$ cat config.mk
export PLATFORM = sky130hd
export DESIGN_NAME = wb_check_unit
export DESIGN_NICKNAME = d
export VERILOG_FILES = /design/src/rtl/lgv8_chk_pkg.sv /design/src/rtl/wb_exp_fifo.sv /design/src/rtl/wb_check_unit.sv
export SDC_FILE = /design/constraint.sdc
export NUM_CORES = 1
export LEC_CHECK = 0
export CAP_MARGIN = 25
export CORE_ASPECT_RATIO = 0.5
export CORE_MARGIN = 8
export CORE_UTILIZATION = 57
export CTS_CLUSTER_SIZE = 14
export DETAILED_ROUTE_END_ITERATION = 16
export PLACE_DENSITY_LB_ADDON = 0.3
export SLEW_MARGIN = 20
export SYNTH_ARGS = -nofsm -noshare
export SYNTH_HDL_FRONTEND = slang
export SYNTH_SLANG_ARGS = --single-unit
$ cat constraint.sdc
create_clock -name clk -period 10.9 [get_ports clk]
set_clock_uncertainty 0.1 [all_clocks]
set_input_delay 2.18 -clock clk [delete_from_list [all_inputs] [get_ports clk]]
set_output_delay 2.18 -clock clk [all_outputs]
set_load 0.03 [all_outputs]
$ cat src/rtl/lgv8_chk_pkg.sv
// Shared types for the LEGv8 writeback checker.
//   state_t    : checker FSM states
//   err_code_t : error classification reported on err_code
//   XZR_IDX    : zero-register index; writes to it are never checked
package lgv8_chk_pkg;
    typedef enum logic [1:0] {
        ST_IDLE = 2'd0,
        ST_RUN  = 2'd1,
        ST_DONE = 2'd2
    } state_t;

    typedef enum logic [1:0] {
        ERR_NONE       = 2'd0,
        ERR_MISMATCH   = 2'd1,
        ERR_UNEXPECTED = 2'd2
    } err_code_t;

    localparam int XZR_IDX = 31;
endpackage

$ cat src/rtl/wb_exp_fifo.sv
// Synchronous FIFO of expected writeback entries.
//   clk, rst     : clock, async active-high reset
//   flush        : synchronous empty (pointers and count to zero)
//   push, din    : write an entry (ignored when full)
//   pop, dout    : dout is the head entry; pop advances it (ignored when empty)
//   full, empty  : occupancy flags
//   level        : number of stored entries, 0..DEPTH
module wb_exp_fifo #(
    parameter  int W     = 69,
    parameter  int DEPTH = 16,
    localparam int AW    = $clog2(DEPTH)
) (
    input  logic          clk,
    input  logic          rst,
    input  logic          flush,
    input  logic          push,
    input  logic [W-1:0]  din,
    input  logic          pop,
    output logic [W-1:0]  dout,
    output logic          full,
    output logic          empty,
    output logic [AW:0]   level
);
    logic [W-1:0]  mem [DEPTH];
    logic [AW-1:0] wr_ptr, rd_ptr;
    logic          do_push, do_pop;

    assign full    = (level == (AW+1)'(DEPTH));
    assign empty   = (level == '0);
    assign do_push = push && !full && !flush;
    assign do_pop  = pop && !empty && !flush;
    assign dout    = mem[rd_ptr];

    always_ff @(posedge clk or posedge rst) begin
        if (rst) begin
            wr_ptr <= '0;
            rd_ptr <= '0;
            level  <= '0;
        end else if (flush) begin
            wr_ptr <= '0;
            rd_ptr <= '0;
            level  <= '0;
        end else begin
            if (do_push) wr_ptr <= wr_ptr + 1'b1;
            if (do_pop)  rd_ptr <= rd_ptr + 1'b1;
            // simultaneous push and pop leave the count unchanged
            case ({do_push, do_pop})
                2'b10:   level <= level + 1'b1;
                2'b01:   level <= level - 1'b1;
                default: level <= level;
            endcase
        end
    end

    // storage needs no reset; only slots behind valid pointers are ever read
    always_ff @(posedge clk) begin
        if (do_push) mem[wr_ptr] <= din;
    end
endmodule

$ cat src/rtl/wb_check_unit.sv
// Writeback checker: compares qualifying register-file writes against an
// ordered queue of expected (reg, data) pairs.
//   exp_valid/exp_ready, exp_reg, exp_data : expected-entry push
//   start / clear                          : arm checking / flush everything
//   wb_en, wb_reg, wb_data                 : core writeback port
//   filter_en, filter_reg                  : restrict checking to one register
//   busy, done, pass, timeout              : status
//   err_valid, err_code                    : per-mismatch pulse; last error class
//   first_err_idx/got/exp                  : capture of the first mismatch
//   pass_cnt, fail_cnt                     : saturating result counters
//   level                                  : expected-queue occupancy
module wb_check_unit
    import lgv8_chk_pkg::*;
#(
    parameter  int WORD         = 64,
    parameter  int REG_W        = 5,
    parameter  int DEPTH        = 16,
    parameter  int TIMEOUT      = 1024,
    parameter  int STOP_ON_FAIL = 1,
    localparam int LW           = $clog2(DEPTH) + 1
) (
    input  logic             clk,
    input  logic             rst,
    input  logic             exp_valid,
    output logic             exp_ready,
    input  logic [REG_W-1:0] exp_reg,
    input  logic [WORD-1:0]  exp_data,
    input  logic             start,
    input  logic             clear,
    input  logic             wb_en,
    input  logic [REG_W-1:0] wb_reg,
    input  logic [WORD-1:0]  wb_data,
    input  logic             filter_en,
    input  logic [REG_W-1:0] filter_reg,
    output logic             busy,
    output logic             done,
    output logic             pass,
    output logic             timeout,
    output logic             err_valid,
    output logic [1:0]       err_code,
    output logic [15:0]      first_err_idx,
    output logic [WORD-1:0]  first_err_got,
    output logic [WORD-1:0]  first_err_exp,
    output logic [15:0]      pass_cnt,
    output logic [15:0]      fail_cnt,
    output logic [LW-1:0]    level
);
    typedef struct packed {
        logic [REG_W-1:0] rg;
        logic [WORD-1:0]  data;
    } entry_t;

    state_t      state, state_nxt;
    entry_t      head, push_ent;
    logic        full, empty;
    logic        qual, chk, pop, match, mism, push, drains, to_hit;
    logic [31:0] idle_cnt;
    logic [15:0] chk_idx;

    assign push_ent = '{rg: exp_reg, data: exp_data};

    wb_exp_fifo #(.W($bits(entry_t)), .DEPTH(DEPTH)) u_fifo (
        .clk   (clk),
        .rst   (rst),
        .flush (clear),
        .push  (push),
        .din   (push_ent),
        .pop   (pop),
        .dout  (head),
        .full  (full),
        .empty (empty),
        .level (level)
    );

    assign qual   = wb_en && (wb_reg != REG_W'(XZR_IDX))
                    && (!filter_en || wb_reg == filter_reg);
    assign chk    = (state == ST_RUN) && qual && !clear;
    assign pop    = chk && !empty;
    assign match  = pop && (wb_reg == head.rg) && (wb_data == head.data);
    assign mism   = chk && !match;
    assign exp_ready = !full && (state != ST_DONE);
    assign push   = exp_valid && exp_ready && !clear;
    // the pop that leaves the queue empty ends the run; a same-cycle push keeps it alive
    assign drains = pop && (level == LW'(1)) && !push;
    assign to_hit = (TIMEOUT != 0) && (state == ST_RUN) && !qual
                    && (idle_cnt == 32'(TIMEOUT - 1));

    assign busy = (state == ST_RUN);
    assign done = (state == ST_DONE);
    assign pass = done && (fail_cnt == '0) && !timeout;

    always_ff @(posedge clk or posedge rst) begin
        if (rst) state <= ST_IDLE;
        else     state <= state_nxt;
    end

    always_comb begin
        state_nxt = state;
        case (state)
            ST_IDLE: if (start) state_nxt = ST_RUN;
            ST_RUN:  if (drains || (mism && STOP_ON_FAIL != 0) || to_hit)
                         state_nxt = ST_DONE;
            ST_DONE: state_nxt = ST_DONE;
            default: state_nxt = ST_IDLE;
        endcase
        if (clear) state_nxt = ST_IDLE;
    end

    always_ff @(posedge clk or posedge rst) begin
        if (rst) begin
            idle_cnt      <= '0;
            chk_idx       <= '0;
            timeout       <= 1'b0;
            err_valid     <= 1'b0;
            err_code      <= ERR_NONE;
            first_err_idx <= '0;
            first_err_got <= '0;
            first_err_exp <= '0;
            pass_cnt      <= '0;
            fail_cnt      <= '0;
        end else if (clear) begin
            idle_cnt      <= '0;
            chk_idx       <= '0;
            timeout       <= 1'b0;
            err_valid     <= 1'b0;
            err_code      <= ERR_NONE;
            first_err_idx <= '0;
            first_err_got <= '0;
            first_err_exp <= '0;
            pass_cnt      <= '0;
            fail_cnt      <= '0;
        end else begin
            err_valid <= mism;
            if (state == ST_IDLE && start) begin
                idle_cnt <= '0;
                chk_idx  <= '0;
            end
            if (state == ST_RUN) idle_cnt <= qual ? '0 : idle_cnt + 1'b1;
            if (to_hit) timeout <= 1'b1;
            if (chk && chk_idx != '1) chk_idx <= chk_idx + 1'b1;
            if (match && pass_cnt != '1) pass_cnt <= pass_cnt + 1'b1;
            if (mism) begin
                if (fail_cnt != '1) fail_cnt <= fail_cnt + 1'b1;
                // err_code holds the class of the most recent error
                err_code <= empty ? ERR_UNEXPECTED : ERR_MISMATCH;
                if (fail_cnt == '0) begin
                    first_err_idx <= chk_idx;
                    first_err_got <= wb_data;
                    first_err_exp <= empty ? '0 : head.data;
                end
            end
        end
    end
endmodule

== After elaboration in Yosys (flattened, before gate mapping) ==
Memory sizes are Yosys's and may differ from the RTL's.
Index checks and enable logic that the tools add are counted.

* Output and inout port bits: 189
* Memories: 1
* Word-level logic and storage cells: 131
* Register bits: 243
* Latch bits: 0
* Memory bits (writable): 1104
* Memory bits (read-only): 0
* Bits of input ports: 150

* Reduce and logical (&&, ||, !) cells: 51
* Bitwise gates (word level): 0
* Shift operators: 0
* $add $sub $neg: 8
* $mul: 0
* Eq/ne operators: 17
* Mux-type cells: 40
* Magnitude comparators: 0
* Div/mod/pow operators: 0

{| class="wikitable"
|+ Memory list
! memory !! depth !! bits a word !! rd ports !! clocked after memory_dff !! wr ports !! RTL line !! source
|-
| u_fifo.mem || 16 || 69 || 1 || 0 || 1 || wb_exp_fifo.sv:24 || <nowiki>logic [W-1:0] mem [DEPTH];</nowiki>
|}

{| class="wikitable"
|+ Operator list
! cell !! number
|-
| 2-to-1 mux 64 bit || 7
|-
| 2-to-1 mux 16 bit || 11
|-
| 2-to-1 mux 32 bit || 4
|-
| equality test 64 bit || 1
|-
| adder 16 x 1 -> 16 bit, second input constant || 3
|-
| != test 16 bit, second input constant || 3
|-
| adder 32 x 1 -> 32 bit, second input constant || 1
|-
| equality test 32 x 10 -> 1 bit, second input constant || 1
|-
| logical AND 1 bit || 24
|-
| zero test 16 bit || 1
|-
| 2-to-1 mux 4 bit || 4
|-
| nonzero test 2 bit || 7
|-
| 2-to-1 mux 2 bit || 6
|-
| equality test 5 bit || 2
|-
| one-hot mux 5 bit (2 select lines) || 1
|-
| nonzero test 3 bit || 3
|-
| adder 4 x 1 -> 4 bit, second input constant || 2
|-
| zero test 1 bit || 8
|-
| one-hot mux 2 bit (3 select lines) || 1
|-
| AND reduction 2 bit || 3
|-
| adder 5 x 1 -> 5 bit, second input constant || 1
|-
| equality test 5 x 1 -> 1 bit, second input constant || 1
|-
| equality test 5 bit, second input constant || 1
|-
| zero test 5 bit || 1
|-
| other kinds (11) || 19
|}

== Logic depth before layout (Yosys ltp) ==
* Word-level depth: 15
* Depth in mapped cells: 18

== Modules after synthesis ==
Synthesis repeated with hierarchy kept, for this count alone.

* Cells, all modules: 2763
* Area total of the unflattened synthesis: 53353.7 um2

{| class="wikitable"
|+ Modules (own cells, without submodules)
! module !! cells an instance !! instances !! area each (um2) !! seq. area each (um2)
|-
| wb_exp_fifo || 1650 || 1 || 42480.7 || 33477.1
|-
| wb_check_unit || 1113 || 1 || 10872.9 || 5755.5
|}

== Worst setup path before layout ==
Ideal clock, no wire load.

* Path kind: input -> register
* From: in clear
* To: mem u_fifo.mem[1][0], enable pin
* Library setup time: 581 ps
* Path buffers: 2
* Data arrival time: 7591 ps
* Path slack: 2628 ps
* Required time: 10219 ps
* Stages on the path: 5
* Cells stage by stage: clkbuf_1 -> clkbuf_1 -> nor2_1 -> nand2_1 -> nor3_1

* Cells in the longest elaborated chain, start to end: 6

{| class="wikitable"
|+ Ends and longest elaborated chain
! what !! RTL line !! source
|-
| start: declaration || wb_check_unit.sv:29 || <nowiki>input logic clear,</nowiki>
|-
| zero test 1 bit * || wb_exp_fifo.sv:30, wb_check_unit.sv:82 ||
|-
| logical AND 1 bit || wb_check_unit.sv:82 || <nowiki>assign push = exp_valid && exp_ready && !clear;</nowiki>
|-
| logical AND 1 bit || wb_exp_fifo.sv:30 || <nowiki>assign do_push = push && !full && !flush;</nowiki>
|-
| logical AND 1 bit * || wb_exp_fifo.sv:30 ||
|-
| 2-to-1 mux 1 bit * || wb_exp_fifo.sv:57 || <nowiki>if (do_push) mem[wr_ptr] <= din;</nowiki>
|-
| 2-to-1 mux 1 bit (implied by the code) * || wb_exp_fifo.sv:57 ||
|-
| end: declaration || wb_exp_fifo.sv:24 ||
|}

Every way passes the cells marked *; elsewhere a longest branch is shown, timed or not.

== Final worst setup path ==
* From: reg u_fifo.rd_ptr[0]
* To: reg first_err_exp[5]

* Cells in the longest elaborated chain, start to end: 8
* Elaborated cells on any way between the ends: 13
* Those cells by class: eq/ne (2); mux (4); reduce/logical (6); memory (1)

{| class="wikitable"
|+ Ends and longest elaborated chain
! what !! RTL line !! source
|-
| start: declaration || wb_exp_fifo.sv:25 || <nowiki>logic [AW-1:0] wr_ptr, rd_ptr;</nowiki>
|-
| start signal: assignment || wb_exp_fifo.sv:45 || <nowiki>if (do_pop) rd_ptr <= rd_ptr + 1'b1;</nowiki>
|-
| memory read (16 x 69 bit) * || - ||
|-
| branches (longest 7 deep; another with equality test 64 bit) || - ||
|-
| end signal: assignment || wb_check_unit.sv:149 || <nowiki>first_err_exp <= empty ? '0 : head.data;</nowiki>
|-
| end: declaration || wb_check_unit.sv:43 || <nowiki>output logic [WORD-1:0] first_err_exp,</nowiki>
|}

Every way passes the cells marked *. The select of a mux whose other input is x is not followed.
A chain may end at the register's enable or synchronous reset.

==> results.md <==
- Status: completed
- Root Buffer: clkbuf_16
- Critical path class: reg -> reg
- CTS resizes: 0
- Cells after DPL: 5098
- Post-CTS Hold Fix Bufs: 0
- Clk_lat worst skew: 0.75 ns
- Netlist cell types: 90
- Final Util: 65.6%
- DRC: 0
- Sequential Power Share: 53.4%
- Final setup viols: 0
- Hold_ws: 0.387 ns
- Post-synth top area share: 57.6%
- Number of enable flip-flop cells after synthesis: 1104
- Clk buf depth: 3
- Postcts setup bufs: 0
- Core Area: 100000 µm²
- Share of cells above drive strength 1: 13.8%
- H-tree Lvls: 3
- WHS Path Cells: 1
- Total track usage: 30.4%
- Async S/R FF share, synth: 18.0%
- Synthesis-stage register bit count: 1347
- Effective utilization at floorplan: 57.5%
- Worst-path maximum fanout: 98
- TritonCTS clock tree: built
- Initial antenna violation count: 13
- Final Total Pwr: 10.7 mW
- Global-route wire length before repair: 246000 µm
- Sw frac: 24.3%
- Hold endpoint: idle_cnt[31]
- Final period util: 63.6%
- HP Class: reg -> reg
- Internal reg-to-reg setup slack: 3.97 ns
- Worst Path Arrival: 7.39 ns
- Worst r2r dst: first_err_exp[5]
- Top cell type by total area after synthesis: edfxtp_1
- DIE AREA: 112000 µm²
- Mean Syn Cell Area: 16.2 µm²
- Grt ovf: 0
- Die Span X: 466 µm
- CP required: 11.35 ns
- Slew margin rel.: 28.0%
- Top FF cell, synth: edfxtp_1
- Net Sw Power: 2.61 mW
- Setup_tns: 0 ns
- First-pass iteration count of the detailed router: 6
- Cell Area, Synth: 57600 µm²
- Net Count, Synth: 3715
- I/O pins: 339
- Final #Nets: 4043
- Final count of hold timing violations: 0
- Clock Sinks: 1347
- CP Launch Type: flop
- Max-cap violations: 0
- Clk pwr share: 36.4%
- VDD IR-drop max: 0.146 mV
- Ranking of synthesized cells by area: edfxtp_1 (58%), dfrtp_1 (11%), mux4_2 (7.3%), mux2i_1 (4.3%), mux2_2 (1.6%)
- Pwr dens: 164 nW/µm²
- Die height: 241 µm
- Comb pwr share: 10.2%
- Non-Filler Instances: 5316
- Iter 0 DRT Violations: 4783
- Clk slew on worst S/H paths: 0.07 ns
- Internal power: 8.14 mW
- Num CTS Buffers: 114
- R2r startpoint: u_fifo.rd_ptr[0]
- DR WL/cell: 32.7 µm
- CP Capture Type: flop
- Fmax: 0.144 GHz
- YS warnings: 0
- Routability cong.: 1.01
- Leakage power: 21.8 nW
- Vias in the first global route: 34400
- Cell count after synthesis: 3548
- ANT nets after route: 0
- Vias per inst: 6.66
- Most common cell after layout, fill and taps aside: edfxtp_1
- Reg2Reg Depth: 12
- Largest net degree at the start of global routing: 136
- Detail Placement HPWL: 110000 µm
- Drt total wl: 174000 µm
- Hold Path Origin: idle_cnt[31]
- Via count: 35400
- Max-slew violations: 0
- Share of the yosys chip area belonging to registers: 68.1%
- Most frequent cells in the layout: edfxtp_1 (1104), clkdlybuf4s50_1 (337), mux2i_1 (247)
- Least-Margin Pin Slew: 1.05 ns
- Port Buf Inserts: 338
- RSZ-0062 raised after global routing: false
- Area Overhead vs Synth: 14.1%
- Post-route minimum period: 6.93 ns
- Row cnt: 82
cell type report:
| cell class | instances | area [µm²] |
|---|---|---|
| diodes | 8 | 20.0 |
| clock buffers | 175 | 3230 |
| clock inverters | 29 | 277 |
| fillers | 6881 | 34400 |
| inverters | 71 | 274 |
| multi-input cells | 1926 | 16900 |
| flip-flops and latches | 1347 | 39200 |
| well taps | 1344 | 1680 |
| repair buffers | 416 | 4060 |
flip-flops by register name, summed over array words and instances (netlist names), 2 cells and up:
register       cells
chk_idx           16
err_code           2
fail_cnt          16
first_err_exp     64
first_err_got     64
first_err_idx     16
idle_cnt          32
pass_cnt          16
state              2
u_fifo.level       5
u_fifo.mem      1104
u_fifo.rd_ptr      4
u_fifo.wr_ptr      4
worst max-delay path by stage:
stage	from	to	slack [ns]	cells after the start
after floorplan	rst	chk_idx[0]	1.95	1
after global placement	wb_data[60]	first_err_exp[30]	4.14	12
after detailed placement	wb_data[60]	first_err_exp[35]	3.96	12
after CTS	u_fifo.rd_ptr[0]	first_err_exp[5]	4.26	12
after global routing	u_fifo.rd_ptr[0]	first_err_exp[38]	3.87	12
final	u_fifo.rd_ptr[0]	first_err_exp[5]	3.97	12
cells by family (layout without fill, tap and decap cells):
family,Yosys count,count (layout),share of synthesized area [%]
fa+ha+maj,17,17,0.369
mux,590,590,14.7
xor+xnor,89,89,1.35
compound gates,449,449,5.54
other cells,0,8,0
flops,1347,1347,68.1
simple gates,781,781,7.12
buf+inv,275,691,2.74
through the flow:
stage | setup slack [ns] | cell area (µm²)
4_1_cts | 4.26 | 65600
5_1_grt | 3.87 | 65700
3_5_place_dp | 3.96 | 62100
6_report | 3.97 | 65700
2_1_floorplan | 1.95 | 57600
3_3_place_gp | 4.14 | 62100
power groups by stage:
stage	clock network (mW)	logic [mW]	registers, mW
final	3.91	1.09	5.74
after global routing	4.13	1.14	5.75
after floorplan	0	0.512	5.89
after global placement	0	1.05	5.84
after CTS	3.94	1.07	5.74
after detailed placement	0	1.06	5.85
cell usage after synthesis, types with 28 or more instances:
library cell / number
a22oi_1: 48
buf_2: 45
nor2b_1: 93
buf_6: 37
o21ai_0: 90
nor4_1: 35
nor3_1: 39
edfxtp_1: 1104
mux4_2: 186
nand2b_1: 29
nand3_1: 57
mux2i_1: 248
xnor2_1: 57
a21oi_1: 49
mux2_1: 69
nand4_1: 44
dfrtp_1: 243
xor2_1: 32
and3_1: 28
nand2_1: 192
clkbuf_1: 60
mux2_2: 82
o22ai_1: 44
nor2_1: 150
buf_4: 37
inv_1: 67
worst max-delay path, cell delays in order (launching register included):
cell and delay [ns]:
dfrtp_4 0.96, buf_12 0.59, nand2b_1 0.66, o22ai_1 0.82, o211ai_1 0.19, nand3_1 0.34, o2111ai_1 0.26, nor4_1 0.35
nand4_1 0.40, nor3_4 0.28, buf_4 0.38, or3_2 0.90, o32ai_1 0.24
metal layers:
| metal | routed length [µm] | vias to the layer above | global-route usage, % |
|---|---|---|---|
| met5 | 23 | - | 0 |
| met4 | 5460 | 4 | 8.77 |
| met3 | 23600 | 347 | 9.90 |
| met2 | 78500 | 2280 | 46.8 |
| met1 | 66400 | 18200 | 42.0 |
| li1 | - | 14600 | - |
Note: power is estimated with default switching activity, not from simulation.
